### src/rtl/bcd_serial_adder_pkg.sv
// Shared definitions for the digit-serial BCD adder: FSM encoding and BCD constants.
package bcd_serial_adder_pkg;

    typedef enum logic [1:0] {
        StIdle = 2'd0,
        StRun  = 2'd1,
        StDone = 2'd2
    } state_e;

    localparam logic [4:0] BCD_MAX  = 5'd9;
    localparam logic [3:0] BCD_CORR = 4'd6;

endpackage

### src/rtl/bcd_digit_adder.sv
// Combinational single-digit BCD adder with decimal correction of sums above nine.
module bcd_digit_adder
    import bcd_serial_adder_pkg::*;
(
    input  logic [3:0] a_i,
    input  logic [3:0] b_i,
    input  logic       ci_i,
    output logic [3:0] s_o,
    output logic       co_o
);

    logic [4:0] t;

    always_comb begin
        t = {1'b0, a_i} + {1'b0, b_i} + {4'b0000, ci_i};
        if (t > BCD_MAX) begin
            // Invalid input digits take the same path; the result wraps modulo 16.
            s_o  = t[3:0] + BCD_CORR;
            co_o = 1'b1;
        end else begin
            s_o  = t[3:0];
            co_o = 1'b0;
        end
    end

endmodule

### src/rtl/bcd_serial_adder.sv
// Digit-serial packed-BCD adder: one decimal digit per clock, LSD first, sharing one digit adder.
module bcd_serial_adder
    import bcd_serial_adder_pkg::*;
#(
    parameter int unsigned DIGITS = 4
) (
    input  logic                  clk_i,
    input  logic                  rst_ni,
    input  logic                  start_i,
    input  logic [4*DIGITS-1:0]   a_i,
    input  logic [4*DIGITS-1:0]   b_i,
    input  logic                  ci_i,
    output logic                  busy_o,
    output logic                  done_o,
    output logic [4*DIGITS-1:0]   sum_o,
    output logic                  co_o,
    output logic                  err_o
);

    localparam int unsigned W    = 4 * DIGITS;
    localparam int unsigned IdxW = (DIGITS > 1) ? $clog2(DIGITS) : 1;
    localparam logic [IdxW-1:0] LastIdx = IdxW'(DIGITS - 1);

    state_e          state_q, state_d;
    logic [IdxW-1:0] idx_q, idx_d;
    logic [W-1:0]    a_q, a_d;
    logic [W-1:0]    b_q, b_d;
    logic [W-1:0]    sum_q, sum_d;
    logic            carry_q, carry_d;
    logic            co_q, co_d;
    logic            err_q, err_d;

    logic [3:0] dig_a, dig_b, dig_s;
    logic       dig_co;
    logic       start_err;

    assign dig_a = a_q[4*idx_q +: 4];
    assign dig_b = b_q[4*idx_q +: 4];

    bcd_digit_adder u_digit (
        .a_i  (dig_a),
        .b_i  (dig_b),
        .ci_i (carry_q),
        .s_o  (dig_s),
        .co_o (dig_co)
    );

    always_comb begin
        start_err = 1'b0;
        for (int i = 0; i < int'(DIGITS); i++) begin
            if (({1'b0, a_i[4*i +: 4]} > BCD_MAX) || ({1'b0, b_i[4*i +: 4]} > BCD_MAX)) begin
                start_err = 1'b1;
            end
        end
    end

    always_comb begin
        state_d = state_q;
        idx_d   = idx_q;
        a_d     = a_q;
        b_d     = b_q;
        sum_d   = sum_q;
        carry_d = carry_q;
        co_d    = co_q;
        err_d   = err_q;

        unique case (state_q)
            StIdle, StDone: begin
                if (state_q == StDone) begin
                    state_d = StIdle;
                end
                // Accepting in DONE gives back-to-back operations.
                if (start_i) begin
                    a_d     = a_i;
                    b_d     = b_i;
                    carry_d = ci_i;
                    sum_d   = '0;
                    co_d    = 1'b0;
                    err_d   = start_err;
                    idx_d   = '0;
                    state_d = StRun;
                end
            end
            StRun: begin
                sum_d[4*idx_q +: 4] = dig_s;
                carry_d             = dig_co;
                if (idx_q == LastIdx) begin
                    co_d    = dig_co;
                    state_d = StDone;
                end else begin
                    idx_d = idx_q + 1'b1;
                end
            end
            default: state_d = StIdle;
        endcase
    end

    always_ff @(posedge clk_i or negedge rst_ni) begin
        if (!rst_ni) begin
            state_q <= StIdle;
            idx_q   <= '0;
            a_q     <= '0;
            b_q     <= '0;
            sum_q   <= '0;
            carry_q <= 1'b0;
            co_q    <= 1'b0;
            err_q   <= 1'b0;
        end else begin
            state_q <= state_d;
            idx_q   <= idx_d;
            a_q     <= a_d;
            b_q     <= b_d;
            sum_q   <= sum_d;
            carry_q <= carry_d;
            co_q    <= co_d;
            err_q   <= err_d;
        end
    end

    assign busy_o = (state_q == StRun);
    assign done_o = (state_q == StDone);
    assign sum_o  = sum_q;
    assign co_o   = co_q;
    assign err_o  = err_q;

endmodule

### config.mk
export PLATFORM = sky130hd
export DESIGN_NAME = bcd_serial_adder
export DESIGN_NICKNAME = d
export VERILOG_FILES = /design/src/rtl/bcd_serial_adder_pkg.sv /design/src/rtl/bcd_digit_adder.sv /design/src/rtl/bcd_serial_adder.sv
export SDC_FILE = /design/constraint.sdc
export NUM_CORES = 1
export LEC_CHECK = 0
export CORE_MARGIN = 4
export CORE_UTILIZATION = 40
export DETAILED_ROUTE_END_ITERATION = 16
export GPL_TIMING_DRIVEN = 0
export HOLD_SLACK_MARGIN = 0.03
export PLACE_DENSITY_LB_ADDON = 0.05
export SYNTH_ARGS = -nofsm -noshare
export SYNTH_HDL_FRONTEND = slang
export SYNTH_SLANG_ARGS = --single-unit
### constraint.sdc
create_clock -name clk_i -period 5.2 [get_ports clk_i]
set_input_delay 0.78 -clock clk_i [delete_from_list [all_inputs] [get_ports clk_i]]
set_output_delay 0.78 -clock clk_i [all_outputs]
set_load 0.03 [all_outputs]
==> impl_metrics.ini <==
[timing]
hold_viol = 0
rsz0062_at_grt = false
fin_crit_ns = 4.210
setup_violations = 0
setup_tns_ns = 0
timing.final.crit_share_pct = 80.96
relSlewSlack_pct = 60.35
slew_viol_final = 0
worstMarginPinSlew_ns = 0.5948
fmax_ghz = 0.2375
skew_ns = 0.01043

[routing]
drtIter0Drc = 107
avgRoutedWirePerCell_um = 14.88
drc = 0
first_pass_iters = 4
postRouteAntennaNets = 0
detail_route.vias_per_cell = 5.080
finalWirelength_um = 6308
vias = 2154

[placement]
place.gp.congestion = 0.7787
dpl.hpwl_um = 4813
dpl_cell_area_um2 = 3317
dpl.cell_count = 416
io_buffers = 55

[grt]
grtUsageMet1_pct = 24.13
grt_overflow_total = 0
gr-usage-met3_pct = 3.134
antenna_found_initial = 0
use_met2_pct = 30.68
grt_most_used_layer = met2
grt_usage_pct = 18.20
grt_pass1_vias = 2238
grt_first_pass_wirelength_um = 10980
grt_max_degree = 33

[cts]
cts.clk_slew.worst_paths_ns = 0.10
cts_tree = yes
cts_hold_buf = 0
cts_buffers = 5
ctsResizeCount = 0
ctsHtreeMaxLevel = 2
cts_setup_buffers = 0
clockBufferDepth = 2
clock_sinks = 55
cts_root_buf = clkbuf_8
clock_latency_ns = 0.31

[finish]
stdcell_count = 424
fill_cells = 637
fin_util_pct = 53.21
drive_gt1_share_pct = 5.764
nets = 392
diodes = 0
syn_to_final_growth_pct = 27.99
final_area_um2 = 3398

[floorplan]
die_w_um = 89.47
die_h_um = 89.47
die-area_um2 = 8005
rows = 29
ios = 56
start_util_pct = 41.58
core_um2 = 6386

[worst_setup_path]
start_kind = flip-flop
critPathMaxFanout = 10
worstPathRequired_ns = 5.38
cp-end-kind = flip-flop
crit_type = flip-flop to flip-flop
rr_worst_depth = 11
arrival_ns = 4.39

[synthesis]
ys_warn_count = 0
synth.avg_cell_area_um2 = 9.382
seq_area_frac_synth_pct = 51.84
syn_inst = 283
synth_cell_types = 32
ys_ff_latch = 55
syn_nets = 329
syn_area_um2 = 2655

[pwr]
peakVddDrop_mv = 0.4599
powerDensity_nw_per_um2 = 783.4
cellLeakagePower_nw = 1.609

[worst_hold_path]
hold_class = input pin to asynchronous set/reset pin

[job]
cap_viol_max_count = 0

[run_status]
outcome = completed
==> per-layer routing <==
metal,vias up,part of all wire [%],wire length [um]
met3,7,4.8,303
li1,1076,-,-
met4,0,1.4,87
met5,-,0,0
met1,1014,45,2850
met2,57,49,3066
==> sequential cells by signal, indices dropped and copies added, names as in the netlist <==
signal and flops:
sum_o 16, co_o 1, b_q 16, carry_q 1
a_q 16, state_q 2, err_o 1, idx_q 2
==> power breakdown <==
part	switching, mW	internal [mW]	total [mW]
logic	1.03	0.691	1.72
clock network	0.133	0.0950	0.228
registers	0.102	0.608	0.710
==> critical path: stages (launching register included) <==
cell and delay, ns:
dfrtp_1 0.51, buf_2 0.37, mux4_2 0.58, fa_1 0.46
fa_1 0.43, xnor2_1 0.36, ha_1 0.26, nor2b_1 0.27
a31oi_1 0.09, and4b_1 0.23, a211oi_2 0.39, o21ai_1 0.12
==> layout make-up <==
class	count	area, um^2	share of cell area, %
Buffer	10	38.79	1.141
Clock inverter	1	5.005	0.1473
Clock buffer	7	76.32	2.246
Timing Repair Buffer	56	565.5	16.64
Multi-Input combinational cell	210	1210	35.60
Inverter	8	30.03	0.8837
Sequential cell	55	1376	40.50
Tap cell	77	96.34	2.835
==> path summary, 6_finish.rpt <==
kind | end | from | slack, ns
worst max-delay path | sum_o[6] | idx_q[0] | 0.99
worst min-delay path | sum_o[0] | rst_ni | 0.45
worst max register to register | sum_o[6] | idx_q[0] | 0.99
worst min register to register | a_q[3] | a_q[3] | 0.48
max in group asynchronous | b_q[10] | rst_ni | 4.19
min in group clk_i | a_q[3] | a_q[3] | 0.48
==> placed cells by master (no fill, tap or decap), types with 3 or more instances in the layout <==
master,synthesis,final
ha_1,8,8
o21ai_0,16,16
o21ai_1,10,10
mux4_2,8,8
nand2_1,118,118
a21oi_1,7,7
o31ai_1,4,4
a21o_1,4,4
clkdlybuf4s50_1,0,54
nor2_1,4,4
clkbuf_8,0,5
dfrtp_1,55,55
nand3_1,4,4
clkbuf_1,9,11
nor2b_1,3,3
inv_1,7,7
and3_1,3,3
==> metrics by stage <==
stage               setup WS (ns)  hold WS (ns)  power, mW
floorplan                   1.553        0.4403      1.950
global placement            1.048        0.4551      2.409
detailed placement          1.008        0.4594      2.444
CTS                        0.9702        0.4693      2.685
global route               0.5888        0.4890      2.987
finish                     0.9902        0.4475      2.662
==> cell usage after synthesis <==
library cell / instances / share of area (%)
inv_1: 7 / 0.99
nor2_1: 4 / 0.57
o31ai_1: 4 / 1.1
mux4_2: 8 / 6.8
and3_1: 3 / 0.71
nand2_1: 118 / 17
or3_4: 1 / 0.42
dfrtp_1: 55 / 52
a21o_1: 4 / 1.1
nand3_1: 4 / 0.75
a21oi_1: 7 / 1.3
and4b_1: 1 / 0.38
a211oi_2: 1 / 0.47
clkbuf_1: 9 / 1.3
ha_1: 8 / 3.8
a2111oi_0: 1 / 0.33
a41o_1: 1 / 0.38
o21ai_1: 10 / 1.9
fa_1: 2 / 1.5
nand4b_1: 1 / 0.33
or3_1: 1 / 0.24
buf_2: 1 / 0.19
nand2b_1: 2 / 0.47
o21ai_0: 16 / 3.0
xnor2_1: 1 / 0.33
nor2b_1: 3 / 0.71
inv_2: 1 / 0.14
a211oi_1: 2 / 0.57
nand4_1: 2 / 0.47
or4_1: 1 / 0.28
and2_1: 2 / 0.47
a31oi_1: 2 / 0.47
==> cell families after synthesis <==
group	after synthesis	share of synthesized area (%)
fa+ha+maj	10	5.278
buf+inv	18	2.592
mux	8	6.786
flops	55	51.84
simple gates	143	22.48
compound gates	48	10.70
xor+xnor	1	0.3299
Note: power is estimated with default switching activity, not from simulation.
